$ cat config.mk
export PLATFORM = sky130hd
export DESIGN_NAME = mem_store_pack
export DESIGN_NICKNAME = d
export VERILOG_FILES = /design/src/rtl/mem_store_pack.sv
export SDC_FILE = /design/constraint.sdc
export NUM_CORES = 1
export LEC_CHECK = 0
export ABC_AREA = 1
export CORE_MARGIN = 1.5
export CORE_UTILIZATION = 36
export CTS_BUF_LIST = sky130_fd_sc_hd__clkbuf_2
export DETAILED_ROUTE_END_ITERATION = 8
export PLACE_DENSITY = 0.76
export SKIP_CTS_REPAIR_TIMING = 1
export SKIP_LAST_GASP = 1
export SLEW_MARGIN = 20
export SYNTH_ARGS = -nofsm -noshare
export SYNTH_HDL_FRONTEND = slang
export SYNTH_SLANG_ARGS = --single-unit
$ cat constraint.sdc
create_clock -name clk -period 4.4 [get_ports clk]
set_clock_uncertainty 0.05 [all_clocks]
set_input_delay 0.88 -clock clk [delete_from_list [all_inputs] [get_ports clk]]
set_output_delay 0.88 -clock clk [all_outputs]
set_load 0.01 [all_outputs]
$ cat src/rtl/mem_store_pack.sv
// mem_store_pack: MEM-stage store packer with a one-entry output register.
// Stores are checked for address/alignment faults and formatted into a
// word-aligned bus write with lane-replicated data and byte enables.
// Timer count registers (offset 8 in each timer window) are read-only.
module mem_store_pack #(
    parameter logic [31:0] DM_END   = 32'h0000_3000,
    parameter logic [31:0] TC0_BASE = 32'h0000_7F00,
    parameter logic [31:0] TC1_BASE = 32'h0000_7F10
) (
    input  logic        clk,
    input  logic        reset,
    input  logic        req_valid,
    output logic        req_ready,
    input  logic [1:0]  StoreOp,
    input  logic [31:0] Addr,
    input  logic [31:0] WD,
    output logic        ExcAdES,
    output logic        bus_valid,
    input  logic        bus_ready,
    output logic [31:0] bus_addr,
    output logic [31:0] bus_wdata,
    output logic [3:0]  bus_byteen
);

    localparam logic [1:0]  OP_SW     = 2'b00;
    localparam logic [1:0]  OP_SH     = 2'b01;
    localparam logic [1:0]  OP_SB     = 2'b10;
    localparam logic [31:0] TC_WINDOW = 32'd12;
    localparam logic [31:0] TC_COUNT  = 32'd8;

    // Replicate the payload across every lane it may be written to.
    function automatic logic [31:0] pack_wdata(input logic [1:0] op, input logic [31:0] wd);
        logic [31:0] res;
        case (op)
            OP_SW:   res = wd;
            OP_SH:   res = {wd[15:0], wd[15:0]};
            OP_SB:   res = {4{wd[7:0]}};
            default: res = 32'h0000_0000;
        endcase
        return res;
    endfunction

    // Select the byte lanes addressed by the store.
    function automatic logic [3:0] pack_byteen(input logic [1:0] op, input logic [31:0] addr);
        logic [3:0] res;
        case (op)
            OP_SW:   res = 4'b1111;
            OP_SH:   res = addr[1] ? 4'b1100 : 4'b0011;
            OP_SB:   res = 4'b0001 << addr[1:0];
            default: res = 4'b0000;
        endcase
        return res;
    endfunction

    // Any reason the store must raise an address-error exception instead.
    function automatic logic store_fault(input logic [1:0] op, input logic [31:0] addr);
        logic in_dm;
        logic in_tc0;
        logic in_tc1;
        logic bad_align;
        logic bad_timer;
        in_dm  = (addr < DM_END);
        in_tc0 = (addr >= TC0_BASE) && (addr < (TC0_BASE + TC_WINDOW));
        in_tc1 = (addr >= TC1_BASE) && (addr < (TC1_BASE + TC_WINDOW));
        case (op)
            OP_SW:   bad_align = (addr[1:0] != 2'b00);
            OP_SH:   bad_align = addr[0];
            OP_SB:   bad_align = 1'b0;
            default: bad_align = 1'b1;
        endcase
        bad_timer = ((in_tc0 || in_tc1) && (op != OP_SW)) ||
                    (in_tc0 && ((addr - TC0_BASE) == TC_COUNT)) ||
                    (in_tc1 && ((addr - TC1_BASE) == TC_COUNT));
        return bad_align || bad_timer || !(in_dm || in_tc0 || in_tc1);
    endfunction

    logic        valid_r;
    logic        exc_r;
    logic [31:0] addr_r;
    logic [31:0] wdata_r;
    logic [3:0]  byteen_r;

    logic        accept_s;
    logic        fault_s;
    logic        load_s;
    logic        drain_s;

    assign req_ready  = !valid_r || bus_ready;
    assign ExcAdES    = exc_r;
    assign bus_valid  = valid_r;
    assign bus_addr   = addr_r;
    assign bus_wdata  = wdata_r;
    assign bus_byteen = byteen_r;

    // Handshake decode: accept, classify, and decide load versus drain.
    always_comb begin
        accept_s = req_valid && req_ready;
        fault_s  = store_fault(StoreOp, Addr);
        load_s   = 1'b0;
        drain_s  = 1'b0;
        if (accept_s && !fault_s) begin
            load_s = 1'b1;
        end else if (valid_r && bus_ready) begin
            drain_s = 1'b1;
        end else begin
            drain_s = 1'b0;
        end
    end

    // Output register and exception flag, with synchronous active-low reset.
    always_ff @(posedge clk) begin
        if (!reset) begin
            valid_r  <= 1'b0;
            exc_r    <= 1'b0;
            addr_r   <= 32'h0000_0000;
            wdata_r  <= 32'h0000_0000;
            byteen_r <= 4'b0000;
        end else begin
            exc_r <= accept_s && fault_s;
            if (load_s) begin
                valid_r  <= 1'b1;
                addr_r   <= {Addr[31:2], 2'b00};
                wdata_r  <= pack_wdata(StoreOp, WD);
                byteen_r <= pack_byteen(StoreOp, Addr);
            end else if (drain_s) begin
                valid_r <= 1'b0;
            end else begin
                valid_r <= valid_r;
            end
        end
    end

endmodule

==> impl_metrics.tcl <==
set metrics [dict create \
    wl_met2_um 4840 \
    reg2reg_to "bus_addr[13]$_SDFFE_PN0P_" \
    antenna_found_initial 0 \
    drv_slew 0 \
    area_growth_pct 38.3 \
    fin_crit_sh_pct 69.7 \
    ys_types 27 \
    routedWlPerCell_um 11.6 \
    syn_inst 705 \
    clkLatencyLatePin_ns 0.51 \
    clk_pin_slew_ns 0.20 \
    die_h_um 110 \
    period_minus_slack_ns 3.07 \
    grt_start_max_net_pins 52 \
    power_per_cell_area_mw_per_mm2 212 \
    num_antenna_cells 0 \
    gr-total-overflow 0 \
    numCtsBuffers 9 \
    r2r-start "bus_valid$_SDFFE_PN0P_" \
    cts_tree "yes" \
    r2r_setup_slack_ns 2.75 \
    cp_max_fo 51 \
    crit_path_start_kind "input port" \
    die-area_mm2 0.0120 \
    slew_headroom_pct 54.1 \
    rows 38 \
    tightest_slew_ns 0.688 \
    ir_worst_vdd_uv 132 \
    final_area_mm2 0.00566 \
    end_kind "flop" \
    drc_errors 0 \
    synth-edff-count 0 \
    endpoint "bus_addr[13]$_SDFFE_PN0P_" \
    drive_gt1_share_pct 5.54 \
    io_pins 141 \
    grt_pass1_vias 3907 \
    synth_area_leaders "dfxtp_1 (33%), nand2_1 (19%), inv_1 (12%)" \
    nFillCells 1124 \
    core_area_mm2 0.0109 \
    portBuffers 138 \
    p_leak_nw 2.56 \
    gp_congestion 0.898 \
    rsz0062_at_grt "no" \
    clk_path_buf_depth 2 \
    setup.worst_path.start "StoreOp[0]" \
    rr_worst_depth 8 \
    htree_levels 3 \
    ys_seq_elements 68 \
    ys_top_cells_by_count "nand2_1 (208), inv_1 (135), nor2_1 (107), dfxtp_1 (68), nand4_1 (54)" \
    viasPerCell 4.53 \
    place_inst 955 \
    hpwl_um 8490 \
    grt_first_pass_wirelength_um 18400 \
    m1WireLength_um 5540 \
    drt-initial-drc-count 365 \
    power_w 0.00120 \
    ant_nets 0 \
    drt-pass1-iter-count 5 \
    dr_wl_met3_um 797 \
    netlist.area_leader.share_pct 33.3 \
    run_status "complete, no violations" \
    cts_sinks 68 \
    synth_area_per_cell_um2 5.80 \
    vias 4397 \
    post_dp_cell_area_mm2 0.00553 \
    highest_layer "met4" \
    required_ns 4.79 \
    setup_viol 0 \
    syn-cell-area_mm2 0.00409 \
    seq_area_frac_synth_pct 33.3 \
    synth_ff_type "dfxtp_1" \
    yosysWarnings 0 \
    initial_core_util_pct 37.4 \
    cap_violations 0 \
    nets 896 \
    ys_async_sr_fraction_pct 0 \
    fin_tns_setup_ns 0 \
    wl_um 11300 \
    max_freq_ghz 0.326 \
    crit_type "input port to flop" \
    synth_most_common_cell "nand2_1" \
    fp.dieW_um 110 \
    hp-class "flop to flop" \
    final_cell_count_no_fill 971 \
    grt_usage_pct 19.4 \
    hold_violations 0 \
    root_buffer "clkbuf_2" \
    crit_arrival_ns 3.46 \
    yosys.area.top_type "dfxtp_1" \
]
## worst max-delay path, cell delays in order
cell and delay, ns:
clkdlybuf4s50_1 0.54, nor2_2 0.59, inv_1 0.24, o22ai_1 0.21
a21oi_1 0.06, nand3_1 0.13, nor2_4 0.05, nand3_2 0.28
buf_12 0.28, nand2_1 0.09, inv_2 0.05, nor2_1 0.03
## report_power, final
group / switching, W / internal, W / leakage (nW)
combinational: 0.0000970 / 0.0000850 / 1.94
clock: 0.000261 / 0.000141 / 0.0715
sequential: 0.0000000976 / 0.000618 / 0.548
total: 0.000358 / 0.000844 / 2.56
## layout make-up
cell class                      count  area, um^2  share of cell area, %
Timing Repair Buffer              144        1430                   25.4
Tap cell                          140         175                   3.10
Multi-Input combinational cell    454        2000                   35.3
Clock inverter                      7        82.6                   1.46
Inverter                          149         559                   9.89
Clock buffer                        9        45.0                  0.796
Sequential cell                    68        1360                   24.1
## worst min path at each step
stage,start,end,slack (ns),cells past startpoint
after CTS,bus_addr[31]$_SDFFE_PN0P_,bus_addr[31]$_SDFFE_PN0P_,0.40,2
after detailed placement,bus_addr[31]$_SDFFE_PN0P_,bus_addr[31]$_SDFFE_PN0P_,0.38,2
after global placement,bus_addr[15]$_SDFFE_PN0P_,bus_addr[15]$_SDFFE_PN0P_,0.38,2
after floorplan,bus_addr[15]$_SDFFE_PN0P_,bus_addr[15]$_SDFFE_PN0P_,0.41,2
after global routing,bus_addr[28]$_SDFFE_PN0P_,bus_addr[28]$_SDFFE_PN0P_,0.42,2
final,bus_addr[28]$_SDFFE_PN0P_,bus_addr[28]$_SDFFE_PN0P_,0.40,2
## logic make-up (layout without fill, tap and decap cells)
group,Yosys count,after routing,synth area share [%]
compound gates,48,48,6.21
xor+xnor,2,2,0.428
buf+inv,184,309,18.1
flops,68,68,33.3
other cells,1,2,0.0917
simple gates,402,402,41.8
## sequential cells by signal (all words and copies together), names as in the netlist
signal and cells:
bus_wdata 32, bus_addr 30, bus_byteen 4, ExcAdES 1, bus_valid 1
## cells in the final DEF, fill, tap and decap left out, drive strengths merged
cell type | synthesis | final
o21ai | 25 | 25
clkinv | 1 | 1
nor4 | 1 | 1
o211ai | 3 | 3
clkbuf | 15 | 9
o22ai | 1 | 1
nand3 | 23 | 23
buf | 20 | 7
nand2 | 209 | 209
conb | 1 | 2
nand3b | 1 | 1
a211oi | 1 | 1
nor3 | 2 | 2
dfxtp | 68 | 68
nor2 | 112 | 112
bufinv | 0 | 1
clkinvlp | 0 | 2
clkdlybuf4s50 | 0 | 137
o21a | 1 | 1
nand4 | 54 | 54
inv | 148 | 152
xor2 | 2 | 2
a21oi | 17 | 17
## layer usage
metal	vias up	track usage, %
li1	2374	-
met1	1863	27.8
met2	147	29.1
met3	13	4.45
met4	0	4.92
met5	-	0
## per-stage QoR
stage               utilization, %  hold WS [ns]  worst slack [ns]
finish                        51.7         0.400              1.33
global route                  51.7         0.421              1.06
CTS                           51.7         0.403              1.03
detailed placement            50.5         0.378             0.434
global placement              50.5         0.375             0.542
floorplan                        -         0.411              1.87
Power figures use the tool's default switching activity.
